File: src/rtl/wb_slave_arbiter.sv
// Round-robin Wishbone B3 arbiter: NM masters share one slave port, grant held for a
// whole cyc, with a per-strobe watchdog that terminates hung accesses with err.
module wb_slave_arbiter #(
  parameter int unsigned NM      = 4,
  parameter int unsigned dw      = 32,
  parameter int unsigned aw      = 32,
  parameter int unsigned TIMEOUT = 255
) (
  input  logic              wb_clk,
  input  logic              wb_rst,
  input  logic [NM*aw-1:0]  m_adr_i,
  input  logic [NM*dw-1:0]  m_dat_i,
  input  logic [NM*4-1:0]   m_sel_i,
  input  logic [NM-1:0]     m_we_i,
  input  logic [NM-1:0]     m_cyc_i,
  input  logic [NM-1:0]     m_stb_i,
  input  logic [NM*3-1:0]   m_cti_i,
  input  logic [NM*2-1:0]   m_bte_i,
  output logic [dw-1:0]     m_dat_o,
  output logic [NM-1:0]     m_ack_o,
  output logic [NM-1:0]     m_err_o,
  output logic [NM-1:0]     m_rty_o,
  output logic [aw-1:0]     s_adr_o,
  output logic [dw-1:0]     s_dat_o,
  output logic [3:0]        s_sel_o,
  output logic              s_we_o,
  output logic              s_cyc_o,
  output logic              s_stb_o,
  output logic [2:0]        s_cti_o,
  output logic [1:0]        s_bte_o,
  input  logic [dw-1:0]     s_dat_i,
  input  logic              s_ack_i,
  input  logic              s_err_i,
  input  logic              s_rty_i,
  output logic [NM-1:0]     grant_o,
  output logic              busy_o
);

  localparam int unsigned LW    = (NM > 1) ? $clog2(NM) : 1;
  localparam int unsigned WW    = (TIMEOUT > 0) ? $clog2(TIMEOUT + 1) : 1;
  localparam bit          WD_EN = (TIMEOUT > 0);

  typedef enum logic {IDLE, BUSY} state_t;

  state_t          state_q, state_d;
  logic [NM-1:0]   grant_q, grant_d;
  logic [LW-1:0]   last_q, last_d;
  logic [WW-1:0]   wdog_q, wdog_d;
  logic [LW-1:0]   cand;
  logic            found;
  logic            active;
  logic            resp;
  logic            stb_raw;
  logic            fire;

  assign grant_o = grant_q;
  assign busy_o  = (state_q == BUSY);

  always_ff @(posedge wb_clk) begin
    if (wb_rst) begin
      state_q <= IDLE;
      grant_q <= '0;
      last_q  <= LW'(NM - 1);
      wdog_q  <= '0;
    end else begin
      state_q <= state_d;
      grant_q <= grant_d;
      last_q  <= last_d;
      wdog_q  <= wdog_d;
    end
  end

  // While BUSY, last_q is the index of the owning master.
  always_comb begin
    state_d = state_q;
    grant_d = grant_q;
    last_d  = last_q;
    wdog_d  = '0;
    cand    = '0;
    found   = 1'b0;
    s_adr_o = '0;
    s_dat_o = '0;
    s_sel_o = '0;
    s_we_o  = 1'b0;
    s_cyc_o = 1'b0;
    s_stb_o = 1'b0;
    s_cti_o = '0;
    s_bte_o = '0;
    m_ack_o = '0;
    m_err_o = '0;
    m_rty_o = '0;
    m_dat_o = s_dat_i;

    active  = (state_q == BUSY) && !wb_rst;
    resp    = s_ack_i || s_err_i || s_rty_i;
    stb_raw = active && m_cyc_i[last_q] && m_stb_i[last_q];
    // A real slave response on the expiry cycle takes priority over the timeout.
    fire    = WD_EN && stb_raw && !resp && (wdog_q == WW'(TIMEOUT));

    case (state_q)
      IDLE: begin
        for (int i = 1; i <= int'(NM); i++) begin
          if (!found) begin
            cand = LW'((int'(last_q) + i) % int'(NM));
            if (m_cyc_i[cand]) begin
              found         = 1'b1;
              last_d        = cand;
              grant_d       = '0;
              grant_d[cand] = 1'b1;
              state_d       = BUSY;
            end
          end
        end
      end
      BUSY: begin
        if (!m_cyc_i[last_q]) begin
          state_d = IDLE;
          grant_d = '0;
        end
      end
      default: state_d = IDLE;
    endcase

    if (active) begin
      s_adr_o         = m_adr_i[last_q*aw +: aw];
      s_dat_o         = m_dat_i[last_q*dw +: dw];
      s_sel_o         = m_sel_i[last_q*4 +: 4];
      s_cti_o         = m_cti_i[last_q*3 +: 3];
      s_bte_o         = m_bte_i[last_q*2 +: 2];
      s_we_o          = m_we_i[last_q];
      s_cyc_o         = m_cyc_i[last_q];
      s_stb_o         = stb_raw && !fire;
      m_ack_o[last_q] = s_ack_i && m_stb_i[last_q];
      m_err_o[last_q] = (s_err_i && m_stb_i[last_q]) || fire;
      m_rty_o[last_q] = s_rty_i && m_stb_i[last_q];
      if (WD_EN && stb_raw && !resp && !fire)
        wdog_d = wdog_q + 1'b1;
    end
  end

endmodule
File: config.mk
export PLATFORM = sky130hd
export DESIGN_NAME = wb_slave_arbiter
export DESIGN_NICKNAME = d
export VERILOG_FILES = /design/src/rtl/wb_slave_arbiter.sv
export SDC_FILE = /design/constraint.sdc
export NUM_CORES = 1
export LEC_CHECK = 0
export BUFFER_PORTS_ARGS = -buffer_cell sky130_fd_sc_hd__buf_2
export CORE_AREA = 2 2 183 185
export CTS_CLUSTER_SIZE = 8
export DETAILED_ROUTE_END_ITERATION = 8
export DIE_AREA = 0 0 185 187
export GPL_TIMING_DRIVEN = 1
export SYNTH_ARGS = -nofsm -noshare
export SYNTH_HDL_FRONTEND = slang
export SYNTH_SLANG_ARGS = --single-unit
File: constraint.sdc
create_clock -name wb_clk -period 3.5 [get_ports wb_clk]
set_clock_uncertainty 0.2 [all_clocks]
set_input_delay 0.7 -clock wb_clk [delete_from_list [all_inputs] [get_ports wb_clk]]
set_output_delay 0.7 -clock wb_clk [all_outputs]
set_load 0.05 [all_outputs]
==> impl_metrics.json, run 1 <==
{
  "run_status": "complete, no violations",
  "nFillCells": 3732,
  "portBuffers": 401,
  "drt_wl_total_mm": 20.2,
  "yosys_warnings": 0,
  "slowest_delay_ns": 0.53,
  "ys_seq_area_share_pct": 8.23,
  "die_height_um": 187,
  "synth_cell_types": 37,
  "cp-end-kind": "output port",
  "clk_pin_slew_ns": 0.05,
  "cpMostUsedCell": "buf_2",
  "seq_power_share_pct": 7.1,
  "tightest_slew_ns": 0.681,
  "finalSetupTns_ns": 0,
  "syn_avg_cell_area_um2": 10.4,
  "path_class": "in -> out",
  "dr.pass1.iters": 5,
  "num_rows": 67,
  "crit_path_cell_trace": "buf_2, mux4_2, and2_1, nand4_1, and3_1, buf_2",
  "htreeDepth": 1,
  "start_kind": "input port",
  "swShare_pct": 54.2,
  "io_pins": 466,
  "grt_max_degree": 49,
  "initial_utilization_pct": 11.1,
  "finalHoldViolCount": 0,
  "total_power_mw": 3.56,
  "async_flop_share_pct": 0,
  "die-area_um2": 34600,
  "layout_commonest_cell": "buf_2",
  "combPwrFrac_pct": 86.3,
  "nets": 1050,
  "cts_hold_buf": 0,
  "synth-seq-cells": 15,
  "clock_path_buffers": 2,
  "synthFlopType": "dfxtp_1",
  "clkLatencyLatePin_ns": 0.25,
  "synth-compound-area-share_pct": 5.76,
  "synth_top_family_by_area": "multiplexers",
  "synth-simple-area-share_pct": 21.8,
  "rsz0062_at_grt": "false",
  "numCtsBuffers": 3,
  "gr-usage-all-layers_pct": 10.6,
  "syn_nets": 698,
  "fp.coreArea_um2": 32900,
  "grt_pass1_vias": 4428,
  "drc": 0,
  "cts_setup_buffers": 0,
  "synthCells": 352,
  "powerDensity_nw_per_um2": 592,
  "cp_max_fo": 8,
  "tritoncts": "built",
  "grt_antenna_before_repair": 3,
  "leakage_nw": 2.96,
  "setup_violations": 0,
  "wl_per_cell_um": 17.5,
  "pwr-share-clk_pct": 6.6,
  "clock.fmax_ghz": 0.309,
  "overflow": 0,
  "ctsResizeCount": 0,
  "maxCapViolCount": 0,
  "synthXorXnorAreaFrac_pct": 1.44,
  "required_ns": 2.60,
  "final_cell_mix": "buf_2 (401), mux4_2 (79), and2_1 (75), nor2_1 (28), nand2_1 (17)",
  "period_needed_ns": 3.23,
  "synth_adder_area_share_pct": 1.71,
  "p_int_mw": 1.63,
  "arrival_ns": 2.33,
  "drt_iter0_markers": 236,
  "grt_pass1_wl_mm": 27.4,
  "synth_area_um2": 3650,
  "synth-edff-count": 0,
  "synthMuxAreaShare_pct": 50.5,
  "dr_total_vias": 4488,
  "gp_congestion": 0.784,
  "numClockSinks": 15,
  "slew_viol_final": 0,
  "drive_above_1_share_pct": 71.1,
  "hp-class": "reg -> reg",
  "cts_root_buffer": "clkbuf_16",
  "peakVddDrop_mv": 0.394,
  "pre_cts_ws_ns": 0.228,
  "drtAntennaViolNets": 0,
  "post-route-period-util_pct": 92.4,
  "worst_slack_ns": 0.266,
  "hpwl_mm": 17.7,
  "dieWidth_um": 185,
  "slowest_stage": "mux4_2",
  "viasPerCell": 3.90,
  "maxSlewHeadroom_pct": 54.6,
  "syn_to_final_growth_pct": 65.0,
  "power_switching_mw": 1.93
}
-- path summary, 6_finish.rpt --
kind / endpoint / slack [ns] / startpoint / depth (start not counted)
worst min register to register: wdog_q[0] / 0.26 / wdog_q[0] / 1
worst min-delay path: wdog_q[0] / 0.26 / wdog_q[0] / 1
worst max register to register: grant_o[2] / 0.88 / last_q[0] / 6
worst max-delay path: s_stb_o / 0.27 / m_cyc_i[3] / 6
-- synth_stat cells, types with 2 or more instances --
cell	number	area, µm²
nor2b_1	2	12.5
nor2_1	28	105
a2111oi_0	3	26.3
nand2_1	17	63.8
mux4_2	79	1780
xor2_1	3	26.3
mux2i_1	3	30.0
buf_2	12	60.1
a21oi_1	11	55.1
o21ai_0	3	15.0
nand3_1	5	25.0
buf_4	32	240
buf_1	6	22.5
xnor2_1	3	26.3
ha_1	5	62.6
o22ai_1	5	31.3
and3_1	2	12.5
a221o_1	4	40.0
or2_1	2	12.5
and2_1	75	469
nand2b_1	7	43.8
a211o_1	2	17.5
dfxtp_1	15	300
mux2_2	3	33.8
inv_1	3	11.3
nor3_1	2	10.0
clkbuf_1	10	37.5
-- power groups by stage --
stage	clock, mW	sequential, mW	combinational [mW]
CTS	0.235	0.255	3.12
finish	0.236	0.254	3.08
global route	0.245	0.260	3.29
detailed placement	0	0.258	3.10
global placement	0	0.258	3.08
floorplan	0	0.282	2.32
-- area by class of cell --
class,count,area (µm²),share of cell area (%)
Tap cell,448,561,9.31
Clock buffer,3,75.1,1.25
Clock inverter,1,6.26,0.104
Sequential cell,15,308,5.11
Timing Repair Buffer,408,2080,34.6
Antenna cell,1,2.50,0.0416
Inverter,4,15.0,0.249
Multi-Input combinational cell,272,2970,49.3
-- state kept, by name (all words and copies together), names as in the netlist --
register,flops
grant_o,4
busy_o,1
last_q,2
wdog_q,8
-- critical path, delay by kind of cell --
family	cells	cell delay, ns
buffers and inverters	2	0.42
muxes	1	0.53
and+or+nand+nor	3	0.68
-- cell families after synthesis --
group / after synthesis
DFF: 15
AOI/OAI and AO/OA: 31
and+or+nand+nor: 145
xor gates and xnor gates: 6
muxes: 85
buffers and inverters: 65
adders and majority gates: 5
-- layer usage --
| layer | up-vias | track usage, % | wire [µm] | part of all wire [%] |
|---|---|---|---|---|
| li1 | 2013 | - | - | - |
| met4 | 2 | 1.98 | 302 | 1.5 |
| met2 | 288 | 18.0 | 9500 | 47 |
| met1 | 2170 | 13.7 | 8300 | 41 |
| met3 | 15 | 2.59 | 2050 | 10 |
| met5 | - | 0 | 13 | 0.064 |
-- through the flow --
stage	std cells	area, µm²	utilization [%]	hold slack [ns]
final	1152	6020	18.3	0.255
after global routing	1152	6020	18.3	0.303
after CTS	1151	6020	18.3	0.261
after detailed placement	1147	5940	18.1	0.249
after global placement	1147	5940	18.1	0.244
after floorplan	352	3650	-	0.230
Note: power is estimated with default switching activity, not from simulation.
==> run 2, diff against run 1 <==
--- a/config.mk
+++ b/config.mk
@@ -6,11 +6,15 @@
 export NUM_CORES = 1
 export LEC_CHECK = 0
 export BUFFER_PORTS_ARGS = -buffer_cell sky130_fd_sc_hd__buf_2
-export CORE_AREA = 2 2 183 185
+export CELL_PAD_IN_SITES_DETAIL_PLACEMENT = 1
+export CELL_PAD_IN_SITES_GLOBAL_PLACEMENT = 1
+export CORE_AREA = 2 2 181 183
 export CTS_CLUSTER_SIZE = 8
 export DETAILED_ROUTE_END_ITERATION = 8
-export DIE_AREA = 0 0 185 187
+export DIE_AREA = 0 0 183 185
 export GPL_TIMING_DRIVEN = 1
+export HOLD_SLACK_MARGIN = 0.1
+export PLACE_DENSITY_LB_ADDON = 0.1
 export SYNTH_ARGS = -nofsm -noshare
 export SYNTH_HDL_FRONTEND = slang
 export SYNTH_SLANG_ARGS = --single-unit
==> impl_metrics.json, run 2 (synthesis gave the netlist of run 1 again) <==
{
  "grt_max_degree": 79,
  "path_class": "in -> out",
  "largest_register_ffs": 8,
  "grt_antenna_before_repair": 8,
  "grt_pass1_vias": 4805,
  "grt_pass1_wl_mm": 33.1,
  "required_ns": 2.60,
  "maxSlewHeadroom_pct": 62.0,
  "instances_no_fill": 1112,
  "cp_num_buf_inv": 2,
  "io_pins": 466,
  "tightest_slew_ns": 0.569,
  "viasPerCell": 4.05,
  "nFillCells": 3901,
  "drive_above_1_share_pct": 71.1,
  "drt_iter0_markers": 150,
  "hpwl_mm": 20.2,
  "dr.pass1.iters": 4,
  "post-route-period-util_pct": 91.8,
  "tritoncts": "built",
  "start_kind": "input port",
  "finalSetupTns_ns": 0,
  "drt_wl_total_mm": 23.6,
  "gr-usage-all-layers_pct": 12.9,
  "gp_congestion": 0.831,
  "peakVddDrop_mv": 0.410,
  "drtAntennaViolNets": 0,
  "maxCapViolCount": 0,
  "run_status": "complete, no violations",
  "wl_per_cell_um": 21.2,
  "cpMostUsedCell": "buf_2",
  "hp-class": "reg -> reg",
  "final_cell_mix": "buf_2 (401), mux4_2 (79), and2_1 (75), nor2_1 (28), nand2_1 (17)",
  "numClockSinks": 15,
  "slowest_delay_ns": 0.54,
  "htreeDepth": 1,
  "whs_ns": 0.268,
  "die_height_um": 185,
  "num_rows": 66,
  "dieWidth_um": 183,
  "cts_root_buffer": "clkbuf_16",
  "drc": 0,
  "clock.fmax_ghz": 0.311,
  "dr_total_vias": 4507,
  "slowest_stage": "mux4_2",
  "cts_setup_buffers": 0,
  "initial_utilization_pct": 11.4,
  "fp.coreArea_um2": 32000,
  "overflow": 0,
  "cp_max_fo": 8,
  "die-area_um2": 33900,
  "period_needed_ns": 3.21,
  "powerDensity_nw_per_um2": 586,
  "cts_hold_buf": 0,
  "clkLatencyLatePin_ns": 0.25,
  "finalHoldViolCount": 0,
  "cpLargestDelayFamily": "simple AND/OR/NAND/NOR gates",
  "layout_commonest_cell": "buf_2",
  "rsz0062_at_grt": "false",
  "setup_violations": 0,
  "clk_pin_slew_ns": 0.05,
  "regMostFlops": "wdog_q",
  "clock_path_buffers": 2,
  "placed_area_um2": 5890,
  "numCtsBuffers": 3,
  "stdcell_area_um2": 5980,
  "cp-end-kind": "output port",
  "leakage_nw": 2.96,
  "ctsResizeCount": 0,
  "dp.cells": 1106,
  "arrival_ns": 2.31,
  "syn_to_final_growth_pct": 63.8,
  "portBuffers": 401,
  "crit_path_cell_trace": "buf_2, mux4_2, and2_1, nand4_1, and3_1, buf_2",
  "nets": 1049,
  "slew_viol_final": 0
}
-- run 2: cell type report --
cell class / instances / area (µm²) / area share, %
Multi-Input combinational cell: 272 / 2970 / 49.7
Clock inverter: 1 / 6.26 / 0.105
Inverter: 4 / 15.0 / 0.251
Tap cell: 408 / 510 / 8.54
Timing Repair Buffer: 407 / 2090 / 34.9
Antenna cell: 2 / 5.00 / 0.0837
Clock buffer: 3 / 75.1 / 1.26
Sequential cell: 15 / 308 / 5.15
-- run 2: final timing paths --
| check | slack [ns] | from | to | cells after the start |
|---|---|---|---|---|
| worst max-delay path | 0.29 | m_cyc_i[3] | s_stb_o | 6 |
| worst min-delay path | 0.27 | wdog_q[0] | wdog_q[0] | 1 |
| worst max register to register | 0.77 | last_q[0] | grant_o[0] | 6 |
| worst min register to register | 0.27 | wdog_q[0] | wdog_q[0] | 1 |
-- run 2: worst reg2reg max path: cells and delay by family, from the launching register on --
kind	cells	cell delay, ns
compound gates	3	0.57
buf+inv	1	0.35
flops	1	0.45
mux	1	0.74
simple gates	1	0.31
-- run 2: power breakdown --
| part | total [mW] | leakage, nW | switching (mW) | internal [mW] |
|---|---|---|---|---|
| registers | 0.268 | 0.123 | 0.0615 | 0.206 |
| logic | 3.01 | 2.79 | 1.74 | 1.27 |
| clock network | 0.231 | 0.0414 | 0.0769 | 0.155 |
-- run 2: per-layer routing --
layer	track usage (%)	part of all wire (%)	wire length, µm
met5	0	0.28	66
met4	1.95	0.79	187
met3	3.54	7.5	1760
met1	14.7	38	8900
met2	24.5	54	12700
-- run 2: through the flow --
stage	total power [mW]	worst slack, ns	utilization [%]
finish	3.50	0.286	18.7
global route	3.76	0.146	18.7
CTS	3.59	0.286	18.6
detailed placement	3.34	0.299	18.4
global placement	3.30	0.318	18.4
floorplan	2.60	0.0766	-
==> run 3, diff against run 2 <==
--- a/config.mk
+++ b/config.mk
@@ -5,13 +5,13 @@
 export SDC_FILE = /design/constraint.sdc
 export NUM_CORES = 1
 export LEC_CHECK = 0
-export BUFFER_PORTS_ARGS = -buffer_cell sky130_fd_sc_hd__buf_2
 export CELL_PAD_IN_SITES_DETAIL_PLACEMENT = 1
 export CELL_PAD_IN_SITES_GLOBAL_PLACEMENT = 1
-export CORE_AREA = 2 2 181 183
+export CORE_AREA = 2 2 182 184
 export CTS_CLUSTER_SIZE = 8
 export DETAILED_ROUTE_END_ITERATION = 8
-export DIE_AREA = 0 0 183 185
+export DIE_AREA = 0 0 184 186
+export DONT_BUFFER_PORTS = 1
 export GPL_TIMING_DRIVEN = 1
 export HOLD_SLACK_MARGIN = 0.1
 export PLACE_DENSITY_LB_ADDON = 0.1
==> impl_metrics.json, run 3 (synthesis gave the netlist of run 1 again) <==
{
  "portBuffers": 0,
  "initial_utilization_pct": 11.3,
  "viasPerCell": 4.05,
  "clkLatencyLatePin_ns": 0.25,
  "finalSetupTns_ns": 0,
  "clock.fmax_ghz": 0.309,
  "rsz0062_at_grt": "false",
  "nets": 707,
  "cp_max_fo": 17,
  "run_status": "complete, no violations",
  "stdcell_area_um2": 4400,
  "dr_total_vias": 3139,
  "required_ns": 2.60,
  "crit_path_cell_trace": "mux4_2, and2_1, nand4_1, and3_1",
  "placed_area_um2": 4300,
  "largest_register_ffs": 8,
  "cts_hold_buf": 0,
  "fp.coreArea_um2": 32200,
  "grt_max_degree": 48,
  "grt_antenna_before_repair": 7,
  "clock_path_buffers": 2,
  "drt_wl_total_mm": 18.3,
  "syn_to_final_growth_pct": 20.6,
  "die_height_um": 186,
  "powerDensity_nw_per_um2": 758,
  "finalHoldViolCount": 0,
  "drt_iter0_markers": 103,
  "numCtsBuffers": 3,
  "tightest_slew_ns": 0.633,
  "dr.pass1.iters": 4,
  "path_class": "reg -> out",
  "drive_above_1_share_pct": 43.3,
  "peakVddDrop_mv": 0.201,
  "slowest_delay_ns": 0.65,
  "cts_root_buffer": "clkbuf_16",
  "cp_num_buf_inv": 0,
  "ctsResizeCount": 0,
  "htreeDepth": 1,
  "grt_pass1_wl_mm": 23.3,
  "die-area_um2": 34200,
  "setup_violations": 0,
  "post-route-period-util_pct": 92.5,
  "period_needed_ns": 3.24,
  "final_cell_mix": "mux4_2 (79), and2_1 (75), buf_4 (64), nor2_1 (28), nand2_1 (17)",
  "slew_viol_final": 0,
  "regMostFlops": "wdog_q",
  "hp-class": "reg -> reg",
  "clk_pin_slew_ns": 0.05,
  "grt_pass1_vias": 3487,
  "slowest_stage": "mux4_2",
  "drc": 0,
  "arrival_ns": 2.34,
  "io_pins": 466,
  "numClockSinks": 15,
  "leakage_nw": 1.56,
  "layout_commonest_cell": "mux4_2",
  "gp_congestion": 0.736,
  "maxSlewHeadroom_pct": 57.8,
  "tritoncts": "built",
  "start_kind": "flip-flop",
  "hpwl_mm": 15.7,
  "num_rows": 66,
  "cpLargestDelayFamily": "simple AND/OR/NAND/NOR gates",
  "cp-end-kind": "output port",
  "dieWidth_um": 184,
  "wl_per_cell_um": 23.6,
  "maxCapViolCount": 0,
  "gr-usage-all-layers_pct": 9.31,
  "drtAntennaViolNets": 0,
  "overflow": 0,
  "cts_setup_buffers": 0
}
==> run 3: where the power goes <==
part	internal, mW	total [mW]	switching (mW)	leakage (nW)
logic	1.15	2.78	1.62	1.40
clock network	0.155	0.231	0.0762	0.0382
registers	0.206	0.329	0.123	0.123
total	1.51	3.34	1.82	1.56
==> run 3: stage by stage <==
| step | util, % | hold WS [ns] | total power [mW] | worst slack, ns | std cells |
|---|---|---|---|---|---|
| 6_report | 13.7 | 0.278 | 3.34 | 0.264 | 775 |
| 5_1_grt | 13.6 | 0.316 | 3.55 | 0.175 | 773 |
| 4_1_cts | 13.6 | 0.288 | 3.41 | 0.220 | 768 |
| 3_5_place_dp | 13.4 | 0.276 | 3.14 | 0.400 | 764 |
| 3_3_place_gp | 13.4 | 0.252 | 3.15 | 0.407 | 764 |
| 2_1_floorplan | - | 0.230 | 2.60 | 0.0766 | 352 |
==> run 3: final timing paths <==
path,from,slack [ns],to,cells past startpoint
worst max-delay path,last_q[1],0.26,s_stb_o,4
worst min-delay path,wdog_q[0],0.28,wdog_q[0],1
worst max register to register,last_q[1],0.78,grant_o[2],7
worst min register to register,wdog_q[0],0.28,wdog_q[0],1
==> run 3: area by class of cell <==
type | instances | area [µm²]
antenna | 7 | 17.5
fill | 3756 | 27800
sequential | 15 | 308
inverter | 4 | 15.0
tap | 408 | 510
clock buffer | 4 | 78.8
timing repair buffer | 65 | 500
multi-input combinational | 272 | 2970
==> run 3: routing by layer <==
layer / part of all wire (%) / GRT usage (%) / vias up / wire (µm)
met3: 8.2 / 2.29 / 24 / 1500
met1: 37 / 10.6 / 1561 / 6770
met2: 52 / 17.0 / 217 / 9470
li1: - / - / 1335 / -
met5: 0.071 / 0 / - / 13
met4: 2.9 / 2.88 / 2 / 533
